## src/rtl/rdata_chan_subo_pburst.sv

```systemverilog
// rtl/rdata_chan_subo_pburst.sv - AXI R-channel subordinate: buffers read lines and replays them as bursts
module rdata_chan_subo_pburst #(
    parameter int DATA_W     = 32,
    parameter int BEATS      = 4,
    parameter int ID_W       = 4,
    parameter int FIFO_DEPTH = 2,
    localparam int LINE_W    = DATA_W * BEATS,
    localparam int LEN_W     = (BEATS > 1) ? $clog2(BEATS) : 1
) (
    input  logic              clk,
    input  logic              rst,
    output logic              rvalid,
    input  logic              rready,
    output logic [ID_W-1:0]   rid,
    output logic [DATA_W-1:0] rdata,
    output logic [1:0]        rresp,
    output logic              rlast,
    input  logic              rdata_s_valid,
    output logic              rdata_s_ready,
    input  logic [ID_W-1:0]   rdata_s_id,
    input  logic [1:0]        rdata_s_resp,
    input  logic [LEN_W-1:0]  rdata_s_len,
    input  logic [LINE_W-1:0] rdata_s_data,
    output logic              finish_rdata_s
);
    localparam int PTR_W = (FIFO_DEPTH > 1) ? $clog2(FIFO_DEPTH) : 1;
    localparam int CNT_W = $clog2(FIFO_DEPTH + 1);

    typedef enum logic {S_IDLE, S_BURST} state_t;

    logic [ID_W-1:0]   r_id   [FIFO_DEPTH];
    logic [1:0]        r_resp [FIFO_DEPTH];
    logic [LEN_W-1:0]  r_len  [FIFO_DEPTH];
    logic [LINE_W-1:0] r_data [FIFO_DEPTH];
    logic [PTR_W-1:0]  r_wptr;
    logic [PTR_W-1:0]  r_rptr;
    logic [CNT_W-1:0]  r_count;
    state_t            r_state;
    logic [LEN_W-1:0]  r_beat;

    state_t            w_state_next;
    logic [LEN_W-1:0]  w_beat_next;
    logic              w_push;
    logic              w_pop;
    logic              w_burst;
    logic              w_last;
    logic [CNT_W-1:0]  w_count_next;
    logic [LEN_W-1:0]  w_len_clamped;
    logic [LEN_W-1:0]  w_head_len;
    logic [LINE_W-1:0] w_head_line;
    logic [DATA_W-1:0] w_beat_data;

    // Compared at 32 bits so the clamp stays meaningful when BEATS is not a power of two.
    assign w_len_clamped = ({{(32-LEN_W){1'b0}}, rdata_s_len} > 32'(BEATS - 1))
                           ? LEN_W'(BEATS - 1) : rdata_s_len;

    assign rdata_s_ready = (r_count != CNT_W'(FIFO_DEPTH));
    assign w_push        = rdata_s_valid & rdata_s_ready;
    assign w_head_len    = r_len[r_rptr];
    assign w_head_line   = r_data[r_rptr];
    assign w_beat_data   = w_head_line[int'(r_beat)*DATA_W +: DATA_W];
    assign w_burst       = (r_state == S_BURST);
    assign w_last        = w_burst & (r_beat == w_head_len);
    assign w_pop         = w_last & rready;

    always_comb begin
        w_count_next = r_count;
        if (w_push && !w_pop) begin
            w_count_next = r_count + CNT_W'(1);
        end else if (!w_push && w_pop) begin
            w_count_next = r_count - CNT_W'(1);
        end
    end

    always_ff @(posedge clk) begin
        if (w_push) begin
            r_id[r_wptr]   <= rdata_s_id;
            r_resp[r_wptr] <= rdata_s_resp;
            r_len[r_wptr]  <= w_len_clamped;
            r_data[r_wptr] <= rdata_s_data;
        end
    end

    // Pointer wrap is explicit so non-power-of-two depths work.
    always_ff @(posedge clk) begin
        if (rst) begin
            r_wptr  <= '0;
            r_rptr  <= '0;
            r_count <= '0;
            r_state <= S_IDLE;
            r_beat  <= '0;
        end else begin
            if (w_push) begin
                r_wptr <= (r_wptr == PTR_W'(FIFO_DEPTH - 1)) ? '0 : r_wptr + PTR_W'(1);
            end
            if (w_pop) begin
                r_rptr <= (r_rptr == PTR_W'(FIFO_DEPTH - 1)) ? '0 : r_rptr + PTR_W'(1);
            end
            r_count <= w_count_next;
            r_state <= w_state_next;
            r_beat  <= w_beat_next;
        end
    end

    always_comb begin
        w_state_next   = r_state;
        w_beat_next    = r_beat;
        rvalid         = 1'b0;
        rid            = '0;
        rresp          = '0;
        rdata          = '0;
        rlast          = 1'b0;
        finish_rdata_s = 1'b0;
        case (r_state)
            S_IDLE: begin
                if (r_count != '0) begin
                    w_state_next = S_BURST;
                    w_beat_next  = '0;
                end
            end
            S_BURST: begin
                rvalid = 1'b1;
                rid    = r_id[r_rptr];
                rresp  = r_resp[r_rptr];
                rdata  = w_beat_data;
                rlast  = w_last;
                if (rready) begin
                    if (w_last) begin
                        finish_rdata_s = 1'b1;
                        w_beat_next    = '0;
                        w_state_next   = (w_count_next != '0) ? S_BURST : S_IDLE;
                    end else begin
                        w_beat_next = r_beat + LEN_W'(1);
                    end
                end
            end
            default: w_state_next = S_IDLE;
        endcase
    end
endmodule

```

## config.mk

```make
export PLATFORM = sky130hd
export DESIGN_NAME = rdata_chan_subo_pburst
export DESIGN_NICKNAME = d
export VERILOG_FILES = /design/src/rtl/rdata_chan_subo_pburst.sv
export SDC_FILE = /design/constraint.sdc
export NUM_CORES = 1
export LEC_CHECK = 0
export CAP_MARGIN = 30
export CORE_AREA = 2 2 194 196
export CTS_CLUSTER_SIZE = 28
export DETAILED_ROUTE_END_ITERATION = 10
export DIE_AREA = 0 0 196 198
export PLACE_DENSITY = 0.54
export SYNTH_ARGS = -nofsm -noshare
export SYNTH_HDL_FRONTEND = slang
export SYNTH_SLANG_ARGS = --single-unit
```

## constraint.sdc

```tcl
create_clock -name clk -period 9.29 [get_ports clk]
set_input_delay 0.929 -clock clk [delete_from_list [all_inputs] [get_ports clk]]
set_output_delay 0.929 -clock clk [all_outputs]
set_load 0.005 [all_outputs]
```

After elaboration in Yosys (flattened, before gate mapping)
Memory sizes are Yosys's and may differ from the RTL's. A register that Yosys moved wholly into a read port is not among the register bits. Cells that the tools add are included.

Register bits after elaboration: 7. Memories kept: 4. Bits in writable memories: 272.

Memories: r_data (depth 2, width 128, rd ports 1, clocked after Yosys merged registers in 1, write ports 1, RTL line 34) `logic [LINE_W-1:0] r_data [FIFO_DEPTH];`; r_id (depth 2, width 4, rd ports 1, clocked after Yosys merged registers in 1, write ports 1, RTL line 31) `logic [ID_W-1:0] r_id [FIFO_DEPTH];`; r_len (depth 2, width 2, rd ports 1, clocked after Yosys merged registers in 1, write ports 1, RTL line 33) `logic [LEN_W-1:0] r_len [FIFO_DEPTH];`; r_resp (depth 2, width 2, rd ports 1, clocked after Yosys merged registers in 1, write ports 1, RTL line 32) `logic [1:0] r_resp [FIFO_DEPTH];`.

Bitwise logic cells: 4. Shift-type cells: 1. Mux-type cells: 31. Reductions and logical operators: 7. Eq/ne operators: 4. Add/subtract/negate cells: 5.

Operators with widths (number): 128-bit by 8-bit variable part select with 32-bit output (1); 32-bit 2-to-1 mux (1); 1-bit 2-to-1 mux (21); 2-bit 2-to-1 mux (6); 2-bit inequality test, second input constant (3); 2-bit by 1-bit adder with 2-bit output, second input constant (2); 4-bit 2-to-1 mux (1); 2-bit one-hot mux with 2 select lines (1); 2-bit nonzero test (2); 1-bit bitwise AND (3); 1-bit adder, second input constant (2); 2-bit == test (1); 1-bit logical AND (2); 1-bit zero test (2); 1-bit one-hot mux with 2 select lines (1); 2-bit AND reduction (1); 2-bit by 1-bit subtractor with 2-bit output, second input constant (1); 1-bit inverter (1).

Depth between registers and ports, before layout
Gate-level depths: netlist of run 1.

Word-level depth: 11. Gate-level depth with buffers: 7. Gate-level depth less buffers: 6.

Worst setup path before layout of run 1
No wires, ideal clock.

Kind: input to register. Start point: input port rdata_s_valid. End point: memory r_data[0][0] in the netlist's numbering (enable). Buffers on the path: 0. Library setup time: 0.633 ns. Stages: 2. Data required time: 8.657 ns. Data arrival time: 6.678 ns. Setup slack: 1.979 ns. Cell sequence: nand2b_1 -> nor2_1.

Longest elaborated chain between the ends: 3.

RTL lines: from (decl) (RTL line 18) `input logic rdata_s_valid,`; 1-bit bitwise AND (RTL line 58) `assign w_push = rdata_s_valid & rdata_s_ready;`; 1-bit 2-to-1 mux (RTL line 76) `if (w_push) begin`; 1-bit 2-to-1 mux (not written as such) (RTL line 80) `r_data[r_wptr] <= rdata_s_data;`; to (decl) (RTL line 34).

No other way between the ends.

==> results of run 1 <==
## critical path: cells and delay by family (launching register included)
family | cells | cell delay [ns]
buf+inv | 3 | 1.24
flops | 1 | 0.75
mux | 1 | 0.52
compound gates | 1 | 0.10
simple gates | 1 | 0.09
## cell families after synthesis
group / after synthesis / synth area share (%)
muxes: 72 / 14.1
xor gates and xnor gates: 6 / 0.484
and+or+nand+nor: 95 / 3.83
DFF: 280 / 76.8
buffers and inverters: 34 / 1.36
adders and majority gates: 2 / 0.231
AOI/OAI and AO/OA: 47 / 3.17
## how the worst max path moves through the flow
stage	slack, ns	end	from
6_report	5.06	rdata[22]	register
5_1_grt	4.74	rdata[22]	register
3_5_place_dp	5.38	r_resp[1][1]	rdata_s_valid
2_1_floorplan	1.98	r_data[0][0]	rdata_s_valid
3_3_place_gp	5.12	r_id[1][1]	rdata_s_valid
4_1_cts	4.86	rdata[22]	register
## layout make-up
cell class | instances | area [µm²]
clock buffers | 36 | 795
repair buffers | 193 | 2010
well taps | 474 | 593
multi-input cells | 222 | 2380
flip-flops and latches | 280 | 8340
inverters | 5 | 18.8
fillers | 3385 | 22600
clock inverters | 19 | 175
## per-layer routing
metal	part of all wire, %	vias up	track usage, %
met3	6.1	38	3.22
li1	-	2558	-
met1	43	2837	15.0
met5	0.13	-	0
met2	49	160	20.5
met4	2.2	6	3.06
## sequential cells by signal, indices dropped and copies added, names as in the netlist, named ones only
name / flops
r_state: 1
r_rptr: 1
r_id: 8
r_wptr: 1
r_len: 4
r_beat: 2
r_resp: 4
r_data: 256
r_count: 2
## synth_stat cells (2+ instances only)
| cell type | number | area [µm²] |
|---|---|---|
| sky130_fd_sc_hd__o21ai_0 | 2 | 10.0 |
| sky130_fd_sc_hd__buf_2 | 10 | 50.1 |
| sky130_fd_sc_hd__edfxtp_1 | 272 | 8170 |
| sky130_fd_sc_hd__nand3_1 | 2 | 10.0 |
| sky130_fd_sc_hd__mux4_2 | 64 | 1440 |
| sky130_fd_sc_hd__and2_1 | 2 | 12.5 |
| sky130_fd_sc_hd__nor2b_1 | 9 | 56.3 |
| sky130_fd_sc_hd__xnor2_1 | 5 | 43.8 |
| sky130_fd_sc_hd__and3_1 | 2 | 12.5 |
| sky130_fd_sc_hd__clkbuf_1 | 15 | 56.3 |
| sky130_fd_sc_hd__inv_1 | 4 | 15.0 |
| sky130_fd_sc_hd__nor3_1 | 3 | 15.0 |
| sky130_fd_sc_hd__nand2b_1 | 2 | 12.5 |
| sky130_fd_sc_hd__mux2i_1 | 7 | 70.1 |
| sky130_fd_sc_hd__o211ai_1 | 2 | 15.0 |
| sky130_fd_sc_hd__buf_1 | 3 | 11.3 |
| sky130_fd_sc_hd__a21boi_0 | 32 | 240 |
| sky130_fd_sc_hd__ha_1 | 2 | 25.0 |
| sky130_fd_sc_hd__nor2_1 | 4 | 15.0 |
| sky130_fd_sc_hd__o31ai_1 | 2 | 15.0 |
| sky130_fd_sc_hd__nand2_1 | 66 | 248 |
| sky130_fd_sc_hd__a21oi_1 | 3 | 15.0 |
| sky130_fd_sc_hd__dfxtp_1 | 8 | 160 |
## through the flow
step           instance area (µm²)  hold slack (ns)  cells  utilization, %  power (µW)
2_1_floorplan                10800            0.463    536               -        1980
3_3_place_gp                 13200            0.473   1168            35.7        2200
3_5_place_dp                 13300            0.475   1171            35.9        2220
4_1_cts                      14200            0.492   1226            38.5        3400
5_1_grt                      14300            0.528   1229            38.7        3500
6_report                     14300            0.489   1229            38.7        3350
## power groups by stage
stage / combinational [µW] / sequential (µW) / clock (µW)
2_1_floorplan: 299 / 1680 / 0
3_3_place_gp: 511 / 1690 / 0
3_5_place_dp: 533 / 1680 / 0
4_1_cts: 536 / 1660 / 1200
5_1_grt: 582 / 1670 / 1250
6_report: 532 / 1650 / 1170
==> impl_metrics.csv, run 1 <==
group,metric,value,unit
setup_path,regToRegSetupSlack,6.50,ns
timing,final-setup-viol-count,0,
pwr,ir_drop,0.135,mV
setup_path,worst-path-max-fanout,29,
global_route,track_usage,11.9,%
setup_path,critPathKind,"register to output pin",
timing,fin_setup_tns,0,ns
timing,fin_skew,0.00877,ns
synth,synth_sequential_area_ratio,76.8,%
setup_path,timing.rr.start,"r_count[0]",
clocking,clk_pin_slew,0.06,ns
drt,drcViolationCount,0,
pwr,cell_internal_pwr,2570,µW
setup_path,critPathLaunchType,"register",
global_route,grt_antenna_before_repair,3,
placed_design,placement.io_buffers,181,
timing,period_minus_slack,4.23,ns
min_path,min_path_type,"register to register",
placed_design,gpl.final_weighted_congestion,0.693,
min_path,hold_path_startpoint,"r_rptr",
placed_design,dp.final_hpwl,14600,µm
timing,finalWorstSetupSlack,5.06,ns
synth,synthesis.area,0.0108,mm²
synth,number_of_synthesized_flops_with_an_enable_pin,272,
setup_path,cpPeakStageDelay,0.75,ns
drt,drt-wirelength-per-cell,19.1,µm
setup_path,critical_path.cell_chain,"buf_4 -> buf_16 -> mux4_2 -> nand2_1 -> a21boi_0 -> clkdlybuf4s50_1",
clocking,cts_htree_levels,1,
floorplanning,rows,71,
floorplanning,die-height,198,µm
global_route,via_count_of_the_first_global_routing_pass,6002,
floorplanning,die_w,196,µm
clocking,clock_latency,0.54,ns
clocking,post-cts-setup-buffers,0,
run_status,result_of_the_run,"finished clean",
clocking,post_cts.resized_instances,0,
setup_path,cp.required,8.36,ns
clocking,clock_sink_count,280,
timing,maxClockFrequency,0.236,GHz
setup_path,timing.reg2reg.worst_path_depth,7,
synth,ys.flop_type,"sky130_fd_sc_hd__edfxtp_1",
drt,antenna_left,0,
clocking,holdBufCountCts,0,
min_path,worstHoldPathCells,2,
global_route,globalRoute.totalOverflow,0,
setup_path,crit_path_top_delay_cell,"sky130_fd_sc_hd__dfxtp_4",
cells_and_area,area_growth,32.0,%
pwr,p_leak,0.00454,µW
pwr,power.share.switching,23.4,%
drt,drc_violation_total_after_the_first_tritonroute_iteration,212,
cells_and_area,final_antenna_diode_count,0,
synth,mappedNetlistNets,678,
floorplanning,die_area,0.0388,mm²
synth,ys.warnings.count,0,
global_route,grt_pass1_wl,35300,µm
timing,setup_repair_after_global_routing_missed_its_margin,"false",
drt,detailedRoute.firstPassIterationCount,4,
cells_and_area,most_common_cell_after_layout_fill_and_taps_aside,"sky130_fd_sc_hd__edfxtp_1",
global_route,maximum_number_of_pins_on_one_net_before_global_route_repair,67,
setup_path,critical_path_end_type,"output pin",
clocking,tritoncts_clock_tree,"done",
pwr,pwr_density_cell,234,mW/mm²
synth,synthCells,536,
pwr,power.sequential.fraction,49.3,%
cells_and_area,most-common-layout-cells,"sky130_fd_sc_hd__edfxtp_1, sky130_fd_sc_hd__clkdlybuf4s50_1, sky130_fd_sc_hd__nand2_1, sky130_fd_sc_hd__mux4_2, sky130_fd_sc_hd__a21boi_0",
synth,syn-mean-instance-area,20.2,µm²
cells_and_area,fin_nets,875,
synth,asyncSetResetFlopFracSynth,0,%
clocking,cts_inserted_buffers,31,
timing,count_of_final_max_slew_check_failures,0,
drt,routed-via-count,5599,
job,drv.max_cap_violation_count,0,
placed_design,post_placement_worst_setup_slack,5.38,ns
floorplanning,ios,182,
pwr,p_switching,784,µW
synth,yosys_register_bits,280,
timing,slew_worst_pin,0.893,ns
timing,share_of_the_clock_period_used_by_the_worst_path_after_layout,45.6,%
drt,wirelength,23500,µm
setup_path,worstPathArrival,3.30,ns
timing,report.final.hold_viol_count,0,
clocking,clk_root_buffer_cell,"sky130_fd_sc_hd__clkbuf_16",
synth,yosys.cell_types.count,38,
floorplanning,initial_core_util,29.4,%
cells_and_area,layout-drive-gt1-share,16.8,%
setup_path,r2r-end,"r_resp[1][0]",
clocking,cts-root-to-sink-buffers,3,
pwr,p_comb_share,15.9,%
pwr,power.share.clock,34.8,%
floorplanning,placeableCoreArea,0.0370,mm²
timing,max_slew_margin,40.4,%
drt,routed_via_density,4.56,
No activity file was read; power rests on OpenSTA's default activity.
==> inputs of run 2 (changes only) <==
--- a/config.mk
+++ b/config.mk
@@ -10,7 +10,7 @@
 export CTS_CLUSTER_SIZE = 28
 export DETAILED_ROUTE_END_ITERATION = 10
 export DIE_AREA = 0 0 196 198
-export PLACE_DENSITY = 0.54
+export PLACE_DENSITY = 0.55
 export SYNTH_ARGS = -nofsm -noshare
 export SYNTH_HDL_FRONTEND = slang
 export SYNTH_SLANG_ARGS = --single-unit
==> constraint.sdc (replaced) <==
create_clock -name clk -period 3.6 [get_ports clk]
set_input_delay 0.36 -clock clk [delete_from_list [all_inputs] [get_ports clk]]
set_output_delay 0.36 -clock clk [all_outputs]
set_load 0.005 [all_outputs]
==> impl_metrics.csv, run 2 (synthesis results as in run 1) <==
group,metric,value,unit
timing,count_of_final_max_slew_check_failures,0,
timing,max_slew_margin,62.7,%
placed_design,gpl.final_weighted_congestion,0.701,
run_status,result_of_the_run,"finished clean",
timing,slew_worst_pin,0.560,ns
cells_and_area,most_common_cell_after_layout_fill_and_taps_aside,"sky130_fd_sc_hd__edfxtp_1",
setup_path,worstPathArrival,2.73,ns
setup_path,critical_path_end_type,"output pin",
timing,final-setup-viol-count,0,
floorplanning,initial_core_util,29.4,%
cells_and_area,largest_reg_flops,256,
setup_path,critPathLaunchType,"register",
placed_design,dp.final_hpwl,14800,µm
pwr,pwr_density_cell,599,mW/mm²
min_path,hold_end,"r_data[1][79]",
job,drv.max_cap_violation_count,0,
clocking,post-cts-setup-buffers,0,
clocking,cts_inserted_buffers,31,
setup_path,r2r-end,"r_data[1][81]",
clocking,post_cts.resized_instances,0,
cells_and_area,most-common-layout-cells,"sky130_fd_sc_hd__edfxtp_1, sky130_fd_sc_hd__clkdlybuf4s50_1, sky130_fd_sc_hd__nand2_1, sky130_fd_sc_hd__mux4_2, sky130_fd_sc_hd__a21boi_0",
timing,share_of_the_clock_period_used_by_the_worst_path_after_layout,85.7,%
setup_path,critPathKind,"register to output pin",
drt,routed-via-count,5650,
global_route,globalRoute.totalOverflow,0,
floorplanning,die-height,198,µm
cells_and_area,largest-register,"r_data",
cells_and_area,largestRegisters,"r_data (256), r_id (8)",
timing,fin_setup_tns,0,ns
placed_design,post_placement_worst_setup_slack,0.978,ns
global_route,maximum_number_of_pins_on_one_net_before_global_route_repair,73,
cells_and_area,instances_no_fill,1232,
min_path,worstHoldPathCells,1,
timing,finalWorstSetupSlack,0.513,ns
drt,routed_via_density,4.59,
setup_path,cp.required,3.24,ns
cells_and_area,fin_nets,874,
timing,setup_repair_after_global_routing_missed_its_margin,"false",
floorplanning,die_w,196,µm
global_route,grt_pass1_wl,35500,µm
min_path,min_path_type,"primary input to register",
timing,period_minus_slack,3.09,ns
clocking,clock_sink_count,280,
clocking,tritoncts_clock_tree,"done",
placed_design,dp.cells,1173,
cells_and_area,area_growth,31.4,%
clocking,holdBufCountCts,0,
timing,report.final.hold_viol_count,0,
floorplanning,placeableCoreArea,0.0370,mm²
floorplanning,ios,182,
drt,detailedRoute.firstPassIterationCount,4,
setup_path,timing.reg2reg.worst_path_depth,5,
pwr,ir_drop,0.407,mV
drt,antenna_left,0,
clocking,clk_root_buffer_cell,"sky130_fd_sc_hd__clkbuf_16",
drt,wirelength,23900,µm
drt,drc_violation_total_after_the_first_tritonroute_iteration,186,
global_route,grt_antenna_before_repair,4,
clocking,clk_pin_slew,0.06,ns
timing,maxClockFrequency,0.324,GHz
setup_path,worst-path-max-fanout,36,
floorplanning,die_area,0.0388,mm²
placed_design,placement.io_buffers,181,
setup_path,regToRegSetupSlack,1.23,ns
global_route,via_count_of_the_first_global_routing_pass,5979,
pwr,p_leak,0.00451,µW
floorplanning,rows,71,
drt,drcViolationCount,0,
drt,drt-wirelength-per-cell,19.4,µm
timing,fin_skew,0.00953,ns
min_path,hold_path_startpoint,"rdata_s_data[79]",
setup_path,timing.rr.start,"r_count[0]",
clocking,clock_latency,0.55,ns
global_route,track_usage,12.2,%
cells_and_area,layout-drive-gt1-share,16.4,%
clocking,cts-root-to-sink-buffers,3,
clocking,cts_htree_levels,1,
run 2: cell types whose count changed in the layout (fill, tap and decap cells not counted):
cell,delta
sky130_fd_sc_hd__buf_4,-2
sky130_fd_sc_hd__clkinv_2,+2
sky130_fd_sc_hd__clkinv_4,-1
sky130_fd_sc_hd__clkbuf_1,+4
sky130_fd_sc_hd__clkinvlp_4,-1
sky130_fd_sc_hd__buf_12,+6
sky130_fd_sc_hd__buf_16,-5
sky130_fd_sc_hd__diode_2,+3
sky130_fd_sc_hd__clkinv_1,-1
sky130_fd_sc_hd__bufinv_16,-1
sky130_fd_sc_hd__inv_6,-1
run 2: report_power, final:
part | internal [µW] | switching [µW]
Combinational | 725 | 650
Clock | 1710 | 1200
Sequential | 4100 | 151
Total | 6540 | 2000
run 2: routing by layer:
layer	track usage (%)	up-vias	wire, µm
met3	3.83	39	1700
met4	2.67	6	431
met2	21.4	177	12000
met5	0	-	41
met1	14.7	2868	9770
li1	-	2560	-
run 2: stage by stage:
step	hold WS, ns	total power (µW)	util, %	cell area, µm²
after floorplan	0.459	5040	-	10900
after global placement	0.467	5730	36.0	13300
after detailed placement	0.474	5740	36.0	13300
after CTS	0.351	8700	38.6	14200
after global routing	0.359	8940	38.6	14200
final	0.388	8540	38.6	14300
run 2: how the worst max path moves through the flow:
| stage | start | to | slack, ns | cells after the start |
|---|---|---|---|---|
| after global routing | register | rdata[4] | 0.28 | 5 |
| after floorplan | r_count[0] | r_data[0][0] | 0.32 | 4 |
| after global placement | r_beat[0] | rdata[13] | 0.96 | 5 |
| final | r_beat[0] | rdata[4] | 0.51 | 5 |
| after detailed placement | r_beat[0] | rdata[13] | 0.98 | 5 |
| after CTS | r_beat[0] | rdata[13] | 0.38 | 5 |
run 2: worst max-delay path, stage by stage, from the launching register on:
cell	delay, ns
sky130_fd_sc_hd__dfxtp_4	0.66
sky130_fd_sc_hd__buf_12	0.31
sky130_fd_sc_hd__mux4_2	0.23
sky130_fd_sc_hd__nand2_1	0.05
sky130_fd_sc_hd__a21boi_0	0.32
sky130_fd_sc_hd__clkdlybuf4s50_1	0.58
run 2: layout make-up:
class	instances	area (µm²)
fillers	3392	22700
flip-flops and latches	280	8340
multi-input cells	222	2380
repair buffers	192	1980
clock buffers	40	810
well taps	474	593
clock inverters	16	126
inverters	5	18.8
diodes	3	7.51
==> edit (flow settings as in run 1) <==
Set the parameter `ID_W` to 3 (it was 4).
--- a/src/rtl/rdata_chan_subo_pburst.sv
+++ b/src/rtl/rdata_chan_subo_pburst.sv
@@ -2,7 +2,7 @@
 module rdata_chan_subo_pburst #(
     parameter int DATA_W     = 32,
     parameter int BEATS      = 4,
-    parameter int ID_W       = 4,
+    parameter int ID_W       = 3,
     parameter int FIFO_DEPTH = 2,
     localparam int LINE_W    = DATA_W * BEATS,
     localparam int LEN_W     = (BEATS > 1) ? $clog2(BEATS) : 1
Ports: changed (resized rdata_s_id and rid); port bits go from 182 to 180. No check against the original RTL was run, so the function may have changed too.
==> edit against run 1 <==
- hold slack better by 11 ps
- synthesized area fell by 0.66%
- sequential share of layout area is 0.70 points higher
- critical path depth shrank 1
- wire length fell by 2.8%
- via count down 2.7%
- power shrank 4.0%
- design area shrank 1.9%
- sequential cell count shrank 2
- combinational power down 2%
- setup slack lost 360 ps
==> edit: results <==
[drt]
post_drt_wl_per_cell_um = 18.72
via_per_inst = 4.466
drt-initial-drc-count = 253

[global_routing]
grt_start_max_net_pins = 64
track_usage_pct = 11.84
grt_pass1_wl_mm = 34.47
antenna_found_initial = 1
grt_pass1_vias = 5830

[clock_network]
cts_buffers = 30

[sta]
clock_skew_ps = 7.752
fin_ws_ps = 4702
tightest_slew_ps = 941.1

[logic_synthesis]
ys_warn_count = 0
syn_nets = 673
synth_cell_types = 40
synthTopCellsByCount = edfxtp_1, nand2_1, mux4_2
synth-edff-count = 270
seq_area_frac_synth_pct = 76.73
synth_area_leaders = edfxtp_1, mux4_2, nand2_1
synthCells = 532

[power_and_ir_drop]
ir_worst_vdd_uv = 133.1
p_leak_nw = 4.428

[setup_path]
path_max_fanout = 42
r2r_setup_slack_ps = 6090
endpoint = finish_rdata_s
reg2reg_depth = 6
r2r-end = r_data[1][29]
cp.arrival_ps = 3660

[place]
gp_congestion = 0.6863
portBuffers = 179
dp_hpwl_mm = 14.42
place_area_sq_um = 13170

[cells_and_area]
nFillCells = 3409
top_regs = r_data (256), r_id (6)
fin_cells = 1220
drive_above_1_share_pct = 15.82
nNetsFinal = 864

[min_path]
hold_class = flip-flop to flip-flop

[status]
status = finished, final reports clean
## edit: report_power, final
group / switching (mW) / leakage (nW) / total, mW / internal, mW
combinational: 0.249 / 1.42 / 0.524 / 0.275
clock: 0.452 / 0.426 / 1.06 / 0.606
sequential: 0.0551 / 2.58 / 1.64 / 1.58
total: 0.756 / 4.43 / 3.22 / 2.46
## edit: critical path: stages (launching register included)
cell	delay, ps
dfxtp_4	750
buf_4	810
mux2i_4	390
xnor2_1	160
nor3_1	410
clkdlybuf4s50_1	580
## edit: routing by layer
layer	vias up	track usage [%]	part of all wire, %
met2	138	20.42	50
met1	2735	14.82	42
met3	36	2.793	5.7
met4	2	3.620	2.1
li1	2537	-	-
met5	-	0	0.057
## edit: layout make-up
| class | count | area (sq um) | share of cell area [%] |
|---|---|---|---|
| Multi-Input combinational cell | 220 | 2365 | 16.84 |
| Sequential cell | 278 | 8278 | 58.95 |
| Inverter | 5 | 18.77 | 0.1337 |
| Clock inverter | 14 | 62.56 | 0.4455 |
| Timing Repair Buffer | 188 | 1912 | 13.61 |
| Tap cell | 474 | 593.1 | 4.223 |
| Clock buffer | 41 | 813.3 | 5.792 |
## edit: kinds of logic after synthesis
logic type      count (synthesis)  share of synthesized area (%)
mux                            71                          14.14
fa+ha+maj                       2                         0.2322
simple gates                   94                          3.797
flops                         278                          76.73
xor+xnor                        6                         0.4877
buf+inv                        34                          1.416
compound gates                 47                          3.193
## edit: worst min-delay path by stage
| stage | slack, ps | startpoint | to |
|---|---|---|---|
| 5_1_grt | 530 | r_rptr | r_rptr |
| 4_1_cts | 500 | r_rptr | r_rptr |
| 3_3_place_gp | 500 | r_rptr | flip-flop |
| 6_report | 500 | r_rptr | r_rptr |
| 2_1_floorplan | 460 | r_rptr | flip-flop |
| 3_5_place_dp | 480 | r_rptr | flip-flop |
## edit: through the flow
step	hold WS (ps)	util [%]
global placement	496.8	35.42
CTS	499.7	38.00
floorplan	462.8	-
finish	500.0	38.00
detailed placement	483.3	35.63
global route	533.8	38.00
